<file path="config.mk">
export PLATFORM = sky130hd
export DESIGN_NAME = spi_slave_rx
export DESIGN_NICKNAME = d
export VERILOG_FILES = /design/src/rtl/spi_slave_rx.sv
export SDC_FILE = /design/constraint.sdc
export NUM_CORES = 1
export LEC_CHECK = 0
export CELL_PAD_IN_SITES_DETAIL_PLACEMENT = 0
export CELL_PAD_IN_SITES_GLOBAL_PLACEMENT = 1
export CORE_MARGIN = 1.5
export CORE_UTILIZATION = 50
export CTS_CLUSTER_SIZE = 8
export DETAILED_ROUTE_END_ITERATION = 16
export DONT_BUFFER_PORTS = 1
export GPL_TIMING_DRIVEN = 0
export PLACE_DENSITY = 0.82
export SYNTH_ARGS = -nofsm -noshare
export SYNTH_HDL_FRONTEND = slang
export SYNTH_SLANG_ARGS = --single-unit
export TNS_END_PERCENT = 30
</file>
<file path="constraint.sdc">
create_clock -name clk -period 2 [get_ports clk]
set_input_delay 0.3 -clock clk [delete_from_list [all_inputs] [get_ports clk]]
set_output_delay 0.3 -clock clk [all_outputs]
set_load 0.01 [all_outputs]
</file>
<file path="src/rtl/spi_slave_rx.sv">
// spi_slave_rx: SPI mode-0 slave. It oversamples sclk/cs/mosi in the clk domain,
// deserialises MSB-first DATA_WIDTH-bit frames onto a valid/ready RX port, and
// shifts a preloaded TX word out on miso.
// Optional: define SPI_SLAVE_FRAME_ERR_EN to add the frame_err pulse output
// (mid-frame cs abort, or extra sclk edges after the last bit).
module spi_slave_rx #(
  parameter int DATA_WIDTH  = 8,
  parameter int SYNC_STAGES = 2
) (
  input  logic                  clk,
  input  logic                  reset,
  input  logic                  sclk,
  input  logic                  cs,
  input  logic                  mosi,
  output logic                  miso,
  input  logic [DATA_WIDTH-1:0] tx_data,
  input  logic                  tx_valid,
  output logic                  tx_ready,
  output logic [DATA_WIDTH-1:0] rx_data,
  output logic                  rx_valid,
  input  logic                  rx_ready,
  output logic                  rx_overrun,
  output logic                  busy
`ifdef SPI_SLAVE_FRAME_ERR_EN
  ,
  output logic                  frame_err
`endif
);

  localparam int CW = $clog2(DATA_WIDTH) + 1;
  localparam logic [CW-1:0] LAST_BIT = CW'(DATA_WIDTH - 1);

  typedef enum logic [1:0] {IDLE, ACTIVE, WAIT_CS} state_t;

  state_t state, state_nxt;

  logic [SYNC_STAGES-1:0] sclk_sync, cs_sync, mosi_sync;
  logic                   sclk_s, cs_s, mosi_s;
  logic                   sclk_d, cs_d;
  logic                   sclk_rise, sclk_fall, cs_rise, cs_fall;

  logic [DATA_WIDTH-1:0]  tx_buf, tx_shift, rx_shift;
  logic                   tx_full;
  logic [CW-1:0]          bit_cnt;
  logic                   done_q;

  // strobes decoded by the FSM
  logic start, sample, shift_out, last_bit, abort, go_idle;
`ifdef SPI_SLAVE_FRAME_ERR_EN
  logic extra_clk;
`endif

  assign sclk_s    = sclk_sync[SYNC_STAGES-1];
  assign cs_s      = cs_sync[SYNC_STAGES-1];
  assign mosi_s    = mosi_sync[SYNC_STAGES-1];
  assign sclk_rise = sclk_s & ~sclk_d;
  assign sclk_fall = ~sclk_s & sclk_d;
  assign cs_rise   = cs_s & ~cs_d;
  assign cs_fall   = ~cs_s & cs_d;

  assign tx_ready  = ~tx_full;
  assign busy      = (state != IDLE);

  // Input synchronisers plus one delayed copy for edge detection; cs idles high.
  always_ff @(posedge clk or posedge reset) begin
    if (reset) begin
      sclk_sync <= '0;
      cs_sync   <= '1;
      mosi_sync <= '0;
      sclk_d    <= 1'b0;
      cs_d      <= 1'b1;
    end else begin
      sclk_sync <= {sclk_sync[SYNC_STAGES-2:0], sclk};
      cs_sync   <= {cs_sync[SYNC_STAGES-2:0], cs};
      mosi_sync <= {mosi_sync[SYNC_STAGES-2:0], mosi};
      sclk_d    <= sclk_s;
      cs_d      <= cs_s;
    end
  end

  // FSM state register.
  always_ff @(posedge clk or posedge reset) begin
    if (reset) state <= IDLE;
    else       state <= state_nxt;
  end

  // Next-state and per-cycle strobes; cs rising beats a same-cycle sclk sample.
  always_comb begin
    state_nxt = state;
    start     = 1'b0;
    sample    = 1'b0;
    shift_out = 1'b0;
    last_bit  = 1'b0;
    abort     = 1'b0;
`ifdef SPI_SLAVE_FRAME_ERR_EN
    extra_clk = 1'b0;
`endif
    case (state)
      IDLE: begin
        if (cs_fall) begin
          start     = 1'b1;
          state_nxt = ACTIVE;
        end
      end
      ACTIVE: begin
        if (cs_rise) begin
          abort     = 1'b1;
          state_nxt = IDLE;
        end else begin
          if (sclk_rise) begin
            sample = 1'b1;
            if (bit_cnt == LAST_BIT) begin
              last_bit  = 1'b1;
              state_nxt = WAIT_CS;
            end
          end
          // bit_cnt stays below DATA_WIDTH while ACTIVE, so only the lower bound matters
          if (sclk_fall && bit_cnt != '0) shift_out = 1'b1;
        end
      end
      WAIT_CS: begin
`ifdef SPI_SLAVE_FRAME_ERR_EN
        extra_clk = sclk_rise;
`endif
        if (cs_rise) state_nxt = IDLE;
      end
      default: state_nxt = IDLE;
    endcase
  end

  assign go_idle = (state != IDLE) && (state_nxt == IDLE);

  // TX buffer, shift registers, bit counter and miso.
  always_ff @(posedge clk or posedge reset) begin
    if (reset) begin
      tx_buf   <= '0;
      tx_full  <= 1'b0;
      tx_shift <= '0;
      rx_shift <= '0;
      bit_cnt  <= '0;
      miso     <= 1'b0;
    end else begin
      // a new word accepted on the frame-start cycle keeps the buffer full
      if (tx_valid && !tx_full) begin
        tx_buf  <= tx_data;
        tx_full <= 1'b1;
      end else if (start) begin
        tx_full <= 1'b0;
      end
      if (start) begin
        tx_shift <= tx_full ? tx_buf : '0;
        miso     <= tx_full & tx_buf[DATA_WIDTH-1];
        rx_shift <= '0;
        bit_cnt  <= '0;
      end
      if (shift_out) begin
        tx_shift <= {tx_shift[DATA_WIDTH-2:0], 1'b0};
        miso     <= tx_shift[DATA_WIDTH-2];
      end
      if (sample) begin
        rx_shift <= {rx_shift[DATA_WIDTH-2:0], mosi_s};
        bit_cnt  <= bit_cnt + CW'(1);
      end
      if (abort)   rx_shift <= '0;
      if (go_idle) miso     <= 1'b0;
    end
  end

  // RX output register: frame posted the cycle after the last sample.
  always_ff @(posedge clk or posedge reset) begin
    if (reset) begin
      done_q     <= 1'b0;
      rx_data    <= '0;
      rx_valid   <= 1'b0;
      rx_overrun <= 1'b0;
    end else begin
      done_q     <= last_bit;
      rx_overrun <= 1'b0;
      if (done_q) begin
        rx_data    <= rx_shift;
        rx_valid   <= 1'b1;
        rx_overrun <= rx_valid & ~rx_ready;
      end else if (rx_ready) begin
        rx_valid <= 1'b0;
      end
    end
  end

`ifdef SPI_SLAVE_FRAME_ERR_EN
  // Error pulse on aborted frames or sclk activity after the last bit.
  always_ff @(posedge clk or posedge reset) begin
    if (reset) frame_err <= 1'b0;
    else       frame_err <= abort | extra_clk;
  end
`endif

endmodule

</file>
After elaboration in Yosys (flattened, before gate mapping). Index checks and enable logic that the tools add are counted.

Flip-flop bits (word level): 50. Input port bits: 15.

Bitwise operators: 12. Add/sub/neg operators: 1. Muxes and demuxes: 36. Reductions and logical operators: 14. Equality and inequality tests: 3.

Operators by type and width (count): $mux 8 (3); $mux 1 (22); $mux 7 (3); $mux 2 (5); $reduce_bool 2->1 (5); $mux 4 (2); $and 1x1->1 (6); $not 1->1 (6); $pmux 2 s3 (1); $reduce_bool 3->1 (2); $add 4x1->4 const B (1); $eq 4x3->1 const B (1); $logic_not 2->1 (2); $reduce_bool 4->1 (1); $logic_and 1x1->1 (3); $eq 2x1->1 const B (1); $eq 2x2->1 const B (1); $logic_not 1->1 (1).

Depth between registers and ports, before layout. Gate-level depths: netlist of run 1.

Depth after elaboration: 8. Gate-level depth with buffers: 6.

Least setup slack after synthesis of run 1. Ideal clock, no wire load.

Path kind: reg-to-reg. Start: register cs_sync[1]. End: register bit_cnt[2]. Required time: 1.920 ns. Stages on the path, launching flop included: 5. Clock period less this slack: 1.552 ns. Setup time: 0.080 ns. Path slack: 0.448 ns. Buffers on the path: 0. Data arrival time: 1.473 ns. Cells stage by stage: dfstp_2 nor2b_1 or3_4 mux2_4 mux2i_4.

Cells in the longest elaborated chain, start to end: 5.

Ends and longest elaborated chain: from (decl) (RTL line 37) `logic [SYNC_STAGES-1:0] sclk_sync, cs_sync, mosi_sync;`; from (signal assigned) (RTL line 74) `cs_sync <= {cs_sync[SYNC_STAGES-2:0], cs};`; $not 1->1 (RTL line 59) `assign cs_fall = ~cs_s & cs_d;`; $and 1x1->1 (RTL line 59); $mux 1 (RTL line 100) `if (cs_fall) begin`; $mux 1 (RTL line 98) `case (state)`; $reduce_bool 2->1 (no line); to (signal assigned) (RTL line 162) `bit_cnt <= bit_cnt + CW'(1);`; to (decl) (RTL line 44) `logic [CW-1:0] bit_cnt;`.

Parallel ways exist; a longest one is shown, timed or not. A chain may end at the register's enable or synchronous reset.

Worst setup path after layout of run 1. Ends and elaborated chain as after synthesis.

==> results.md, run 1 <==
- The power consumption is 2.290 mW.
- The count of placed standard cells in the final layout, fillers left out is 219.
- The clock insertion delay at the later pin of the skew report is 310 ps.
- The number of different library cells in the post-synthesis netlist is 31.
- The type of element capturing the critical path is a flip-flop.
- Of all flip-flops after synthesis, the portion carrying an async set or reset was 100.0%.
- The clock drives 50 sinks.
- After detailed routing, the average wire length per cell comes to 14.82 um.
- The count of endpoints failing hold in the final timing report is 0.
- The logic depth of the worst register-to-register path is 4.
- Sorting the synthesized cells by how often they occur yields 47 x dfrtp_1, 16 x mux2_2, 14 x nand2_1.
- The violation count after the first detailed-routing iteration is 119.
- The total count of max-transition violations in the final report was 0.
- The number of flops mapped to enable cells by yosys is 0.
- The most used flip-flop cell after synthesis is dfrtp_1.
- The proportion of power drawn by the clock network is 25.9%.
- The maximum fanout count along the critical path is 5.
- Traced cell by cell, the critical path runs through nor2b_1, or3_4, mux2_4, mux2i_4.
- The worst hold path was traced through 0 stages.
- The flow ran to the end, and the final reports show no timing, DRC or antenna violations.
- Among all stages on the critical path, the largest delay is contributed by dfstp_2.
- The first global-routing pass estimated 5.354 mm of wire.
- The full die area is 4432 um^2.
- STA puts the critical path data arrival time at 1930 ps.
- STA classifies the critical path startpoint as a flip-flop.
- The share of the Yosys chip area taken by registers is 62.11%.
- Adding up every negative setup slack in the final design gives 0 ps.
- Clock tree synthesis inserted a total of 5 buffers.
- The top cell type by total area after synthesis is dfrtp_1.
- IR analysis of the VDD net gives a maximum drop of 609.7 uV.
- The average instance in the mapped netlist occupies 12.71 um^2.
- The number of I/O port buffers is 0.
- The relative contribution of combinational cells to total power is 16.4%.
- The area share of the largest cell type after synthesis is 58.20%.
- Data on the critical path is required at its endpoint by 2230 ps.
- The clock tree root buffer cell is clkbuf_8.
- For this run, the post-layout net count is 187.
- In this design, the stage delay of the slowest critical-path cell is 570 ps.
- The global-route total usage across every layer is 16.34%.
- The final cycle utilization of the critical path is 84.88%.
- The number of synthesized register bits is 50.
- The count of H-tree levels built during CTS is 2.
- Entering global routing, the biggest net connects 32 pins.
- Power spread over the standard cell area amounts to 1030 nW/um^2.
- The layout has 312 filler cells.
- Among cell families on the critical path, the largest total delay comes from simple AND/OR/NAND/NOR gates.
- The cell area that synthesis handed to floorplanning was 2021 um^2.
- The die is 66.57 um wide.
- The total buffers and inverters traversed by the critical path is 0.
- Counting tap cells, the placed design contains a total of 208 instances.
- The number of antenna violations at the first check in global routing is 0.
- The max-capacitance violation count is 0.
- The net count after synthesis is 176.
- The final wirelength is 3.245 mm.
- Of the total power, registers draw 57.7%.
- From synthesis to final layout, the design area changed by 10.03%.
- The via count of the first global-routing pass was 1160.
- Setup repair after global routing left no endpoint under its margin.
- Routability-driven placement finished with a final weighted congestion of 0.7093.
- The floorplan row count is 22.
- Global routing finished with a remaining overflow of 0.
- The final clock skew is 8.918 ps.
- The HPWL after detailed placement is 2.327 mm.
- The leakage power of the design is 1.021 nW.
- TritonCTS built the clock tree.
- The number of setup buffers added after CTS is 0.
- In this run the remaining antenna-violating nets after routing total 0.
- The routed layout has 1190 vias.
- After detailed routing, the number of vias per cell comes to 5.434.
- The class of the most critical setup path is flip-flop to flip-flop.
- The post-detailed-route DRC marker count is 0.
- Cells with a size suffix above 1 make up 21.64% of the layout.
- The standard cell core area is 3771 um^2.
- In this run the vertical extent of the chip is 66.57 um.
- The starting density of the core is 53.58%.
- Measured against its own limit, the worst slew margin works out to 67.65%.
- The timing-limited maximum frequency is 589.1 MHz.
- Synthesis produced a netlist whose cell count is 159.
- The cell-internal power is 1.633 mW.
- The detailed-routing iteration count for the pre-antenna-repair pass is 4.
- The critical path depth in cells is 4.
- Setup violations remaining at the end of the flow were counted as 0.
- The power dissipated by switching net loads is 657.7 uW.
- The worst path in the final design needs a cycle of 1698 ps, including I/O delays and setup.
- The cell with the most instances after synthesis is dfrtp_1.
- Net switching is 28.72% of the power.
- The slew at the pin with the worst max-slew slack is 485.2 ps.
- 28 I/O pins were placed.
- The class of the most critical hold timing path is input port to flip-flop.
- 0 antenna diodes ended up in the layout.
- By area the synthesized netlist is led by dfrtp_1 58%, mux2_2 8.9%, dfstp_2 3.9%.
- In this run the deepest clock path goes through 2 buffers.
- The number of warnings reported in the yosys synthesis log is 0.
- After clock tree synthesis, the clock-pin slew on the worst setup and hold paths is 100 ps.
[registers in the layout, indices dropped and copies added (netlist names), 2 cells and up]
signal and flops:
tx_shift 7, mosi_sync 2, rx_data 8, bit_cnt 4, cs_sync 2, rx_shift 8
tx_buf 8, sclk_sync 2, state 2
[stage by stage]
stage               hold WS [ps]  setup WS [ps]  area, um^2  util (%)
CTS                        3.829          302.9        2213     58.69
global placement           304.5          108.5        2081     55.18
global route               5.837          197.9        2223     58.96
finish                     19.83          302.4        2223     58.96
detailed placement         216.7          333.2        2101     55.71
floorplan                  304.5          447.5        2021         -
[final timing paths]
check                            from           end  slack [ps]
max in group asynchronous       reset    cs_sync[1]         980
hold reg to reg            cs_sync[0]    cs_sync[1]         360
min in group asynchronous       reset     tx_buf[6]         450
setup / recovery           cs_sync[1]    bit_cnt[2]         300
hold / removal                   sclk  sclk_sync[0]          20
setup reg to reg           cs_sync[1]    bit_cnt[2]         300
[logic make-up after synthesis]
group                    count (synthesis)  share of synthesized area (%)
AO/OA/AOI/OAI                           33                          11.58
XOR/XNOR                                 1                         0.4335
adder cells (fa/ha/maj)                  2                          1.238
buffers and inverters                   12                          2.415
flip-flops                              50                          62.11
multiplexers                            18                          10.77
AND/OR/NAND/NOR                         43                          11.46
[layout by cell type (no fill, tap or decap), drive strengths merged, types with 2 or more instances in the layout]
cell type,synthesis,routed
clkbuf,3,8
dlygate4sd3,0,3
dfstp,3,3
buf,3,4
a21oi,9,9
ha,2,2
nand2,14,14
inv,6,7
a22o,8,8
clkinvlp,0,2
nand2b,5,5
nor2b,4,4
o21ai,10,10
mux2,17,17
nor2,3,3
nor3,2,2
nand3,4,4
dfrtp,47,47
and3,7,7
[layer usage]
metal  global-route usage (%)  vias up  wire [um]  share of wire (%)
met3                    4.899        7        162                5.0
met2                    25.00       29       1451                 45
met4                    7.653        0         49                1.5
met1                    21.27      575       1581                 49
met5                        0        -          0                  0
li1                         -      579          -                  -
[timing repair]
item,4_1_cts,5_1_grt
setup endpoints to repair,0,0
resized for setup,0,0
endpoints found under the hold margin,20,1
hold buffers,2,1
[layout make-up]
class                      count  area, um^2  share of cell area (%)
clock buffer                   5       68.82                   3.095
multi-input combinational     97       716.9                   32.25
timing repair buffer           4       50.05                   2.251
sequential                    50        1255                   56.44
inverter                       6       22.52                   1.013
clock inverter                 3       23.77                   1.069
buffer                         6       26.28                   1.182
tap                           48       60.06                   2.701
[power groups by stage]
stage	Clock [mW]	Combinational (mW)	Sequential, mW
2_1_floorplan	0	0.313	1.30
3_3_place_gp	0	0.347	1.34
3_5_place_dp	0	0.376	1.34
4_1_cts	0.609	0.379	1.32
5_1_grt	0.639	0.422	1.35
6_report	0.592	0.375	1.32
Note: power is estimated with default switching activity, not from simulation.
==> inputs of run 2 (changes only) <==
--- a/config.mk
+++ b/config.mk
@@ -5,15 +5,16 @@
 export SDC_FILE = /design/constraint.sdc
 export NUM_CORES = 1
 export LEC_CHECK = 0
+export ABC_AREA = 1
 export CELL_PAD_IN_SITES_DETAIL_PLACEMENT = 0
 export CELL_PAD_IN_SITES_GLOBAL_PLACEMENT = 1
 export CORE_MARGIN = 1.5
-export CORE_UTILIZATION = 50
+export CORE_UTILIZATION = 43
 export CTS_CLUSTER_SIZE = 8
 export DETAILED_ROUTE_END_ITERATION = 16
 export DONT_BUFFER_PORTS = 1
 export GPL_TIMING_DRIVEN = 0
-export PLACE_DENSITY = 0.82
+export PLACE_DENSITY = 0.78
 export SYNTH_ARGS = -nofsm -noshare
 export SYNTH_HDL_FRONTEND = slang
 export SYNTH_SLANG_ARGS = --single-unit
==> constraint.sdc (replaced) <==
create_clock -name clk -period 1.4 [get_ports clk]
set_input_delay 0.21 -clock clk [delete_from_list [all_inputs] [get_ports clk]]
set_output_delay 0.21 -clock clk [all_outputs]
set_load 0.01 [all_outputs]
==> results.md, run 2 <==
- The class of the most critical hold timing path is input port to asynchronous set/reset pin.
- The final cycle utilization of the critical path is 93.82%.
- Once detailed placement completed, the half-perimeter wirelength came to 2.367 mm.
- The number of flops mapped to enable cells by yosys is 0.
- Summed over all nets, the switching power comes to 1.013 mW.
- In this run the critical register-to-register path is launched from cs_d.
- The maximum fanout count along the critical path is 8.
- The count of antenna-violating nets left after detailed routing is 0.
- The power density over the cells is 1494 nW/um^2.
- The total count of max-transition violations in the final report is 0.
- The power consumption is 3.579 mW.
- The endpoint of the most critical register-to-register path is rx_shift[4].
- Per report_power, the sequential group accounts for 52.9% of the total.
- For this design the top-level I/O count stands at 28.
- The library cell used most frequently in the layout, excluding fill and tap cells, is dfrtp_1.
- The area overhead of the layout relative to synthesis is 17.56%.
- The end of the critical path is rx_shift[4].
- In the routed design, unresolved DRC markers number 3.
- The most critical setup path has its startpoint at cs_d.
- Counting every net in the synthesized netlist gives 212.
- The peak supply drop is 603.3 uV.
- Buffers inserted during clock tree synthesis total 5.
- Setup total negative slack on the finished layout was measured at 0 ps.
- The arrival time of the worst setup path is 1510 ps.
- The clock tree root buffer cell is clkbuf_8.
- The async set or reset register ratio after synthesis is 100.0%.
- Leaving out fill and tap cells, the most frequent cells in the layout are 47 x dfrtp_1, 37 x nand2_1, 23 x nand3_1.
- The first global-routing pass estimated 5.982 mm of wire.
- The cell with the most instances after synthesis is dfrtp_1.
- The timing-limited maximum frequency is 761.3 MHz.
- The logic depth of the worst register-to-register path is 8.
- STA classifies the critical path endpoint as a flip-flop.
- The cell-internal power is 2.567 mW.
- The synthesized netlist cell count is 195.
- The worst setup path is launched from a flip-flop.
- The count of H-tree levels built during CTS is 2.
- Dividing the detail-routed via count by the number of cells gives 5.033.
- The area share of the largest cell type after synthesis is 57.70%.
- The post-synth design cell area is 2038 um^2.
- For the worst setup path, the data required time is 1600 ps.
- Final hold analysis gives a worst-case slack of -10.93 ps.
- The count of cells in the finished layout, fillers not included, comes to 269.
- The count of endpoints failing hold in the final timing report is 12.
- The relative contribution of combinational cells to total power is 19.1%.
- The largest registers in the layout are rx_data x8, rx_shift x8, tx_buf x8.
- By area the synthesized netlist is led by dfrtp_1 58%, nand2_1 7.2%, nand3_1 6.1%.
- The setup check on the worst reg-to-reg path leaves a slack of 90 ps.
- Across all layers, the routed design uses 1354 vias.
- The clock insertion delay at the later pin of the skew report is 300 ps.
- The Yosys step of the flow raised 0 warnings.
- The proportion of power drawn by the clock network is 28.0%.
- Global routing finished with a remaining overflow of 0.
- The number of inserted diodes is 0.
- The max-capacitance violation count is 0.
- The number of different library cells in the post-synthesis netlist is 26.
- Summed over all layers, the routed wires come to 3.436 mm.
- The via count of the first global-routing pass is 1350.
- The leakage power of the design is 1.104 nW.
- The number of placed instances, taps included, is 247.
- The worst relative slew slack is 32.86%.
- The standard cell core area is 4444 um^2.
- Across all setup checks in the final design, the least slack found is 86.51 ps.
- The run finished, with violations left.
- The height of the die is 71.85 um.
- Setup repair after global routing could not meet its margin everywhere.
- The number of antenna violations at the first check in global routing was 0.
- The longest clock path from root to sink contains 2 buffers.
- At the pin with the least slew margin, the transition time is 1005 ps.
- In this run, synthesis produced a sequential element count of 50.
- The fraction of final layout cells sized beyond drive strength 1 is 25.35%.
- The most used flip-flop cell after synthesis is dfrtp_1.
- The worst path in the final design needs a cycle of 1313 ps, including I/O delays and setup.
- The CTS clock-pin slew for the worst setup and hold paths is 90 ps.
- Global routing consumed, over all layers together, 14.80% of the routing resources.
- The setup-violating endpoint count in the final report is 0.
- The violation count after the first detailed-routing iteration is 89.
- The checks that failed: DRC, hold timing.
- Entering global routing, the biggest net connects 51 pins.
- Summed over all instances, the cell type with the most area after synthesis is dfrtp_1.
- The full die area is 5162 um^2.
- The pre-antenna-repair detailed-routing pass consisted of 10 iterations.
- The minimum setup slack after placement is -23.51 ps.
- The class of the most critical setup path is flip-flop to flip-flop.
- Net switching is 28.29% of the power.
- The clock tree from TritonCTS is done.
- Each instance of the synthesized netlist takes up on average 10.45 um^2.
- The final clock skew is 7.079 ps.
- The placer's final routability congestion estimate is 0.7378.
- The floorplan has 24 rows.
- The initial utilization of the core area, before any placement, comes to 45.86%.
- Clock tree synthesis found a total of 50 sinks.
- The final layout contains 233 nets.
- Of the synthesized area, sequential elements account for 61.57%.
- Dividing the detail-routed wire length by the instance count gives 12.77 um.
- The commonest cells after synthesis are 47 x dfrtp_1, 39 x nand2_1, 25 x nand3_1.
- The width of the chip is 71.85 um.
- Input and output buffers added on the ports amount to 0.
run 2: cell types whose count changed after synthesis, sizes merged, moves of 4 or more:
cell,previous run,this run
nand2,14,44
nand3,4,27
inv,6,26
o21ai,10,20
a21oi,9,0
mux2,17,8
a22o,8,0
nor2,3,11
and3,7,0
nand2b,5,0
nor2b,4,0
run 2: through the flow:
step	util [%]	cell area [um^2]
after floorplan	-	2042
after global placement	47.41	2107
after detailed placement	47.41	2107
after CTS	51.21	2276
after global routing	53.91	2396
final	53.91	2396
run 2: worst max-delay path, stage by stage (launching register included):
cell and delay [ps]:
dfstp_2 550, buf_4 120, nor2_4 40, nor2_4 150
nand2_8 90, nand2_8 90, inv_8 40, nand3_1 80
o21ai_2 60
run 2: layout make-up:
cell class / count / area [um^2]
multi-input combinational: 117 / 711.9
fill: 413 / 2048
buffer: 2 / 8.758
clock inverter: 3 / 45.04
clock buffer: 5 / 68.82
timing repair buffer: 14 / 127.6
tap: 52 / 65.06
inverter: 26 / 113.9
sequential: 50 / 1255
run 2: what timing repair did:
item | CTS | global route
buffers inserted | 2 | 8
setup endpoints to repair | 7 | 12
gates cloned | 0 | 0
hold buffers | 4 | 0
gates resized for setup | 0 | 12
pin swaps | 1 | 7
hold endpoints to repair | 5 | 0
run 2: kinds of logic (layout without fill, tap and decap cells):
logic type	count (synthesis)	in the layout	synth area share, %
flip-flops	50	50	61.57
AND/OR/NAND/NOR	84	84	21.18
AO/OA/AOI/OAI	21	21	5.218
multiplexers	8	8	4.420
adder cells (fa/ha/maj)	3	3	1.719
XOR/XNOR	1	1	0.4298
buffers and inverters	28	50	5.463
run 2: per-layer routing:
metal	up-vias	global-route usage [%]	wire length, um
met3	5	5.907	134
met1	653	19.20	1567
li1	670	-	-
met4	0	3.774	31
met2	26	23.35	1702
met5	-	0	0
run 2: power by group through the flow:
stage	clock network, mW	logic, mW	registers, mW
finish	1.00	0.683	1.89
global route	1.09	0.775	1.94
CTS	1.04	0.616	1.90
detailed placement	0	0.604	1.92
global placement	0	0.569	1.91
floorplan	0	0.498	1.88
run 2: how the worst min path moves through the flow:
stage          slack [ps]  startpoint  depth (start not counted)           to
4_1_cts                30       reset                          1  rx_shift[6]
6_report              -10       reset                          1    tx_buf[6]
3_5_place_dp          210          cs                          0   cs_sync[0]
2_1_floorplan         210          cs                          0   cs_sync[0]
5_1_grt                20  tx_data[1]                          1    tx_buf[1]
3_3_place_gp          210          cs                          0   cs_sync[0]
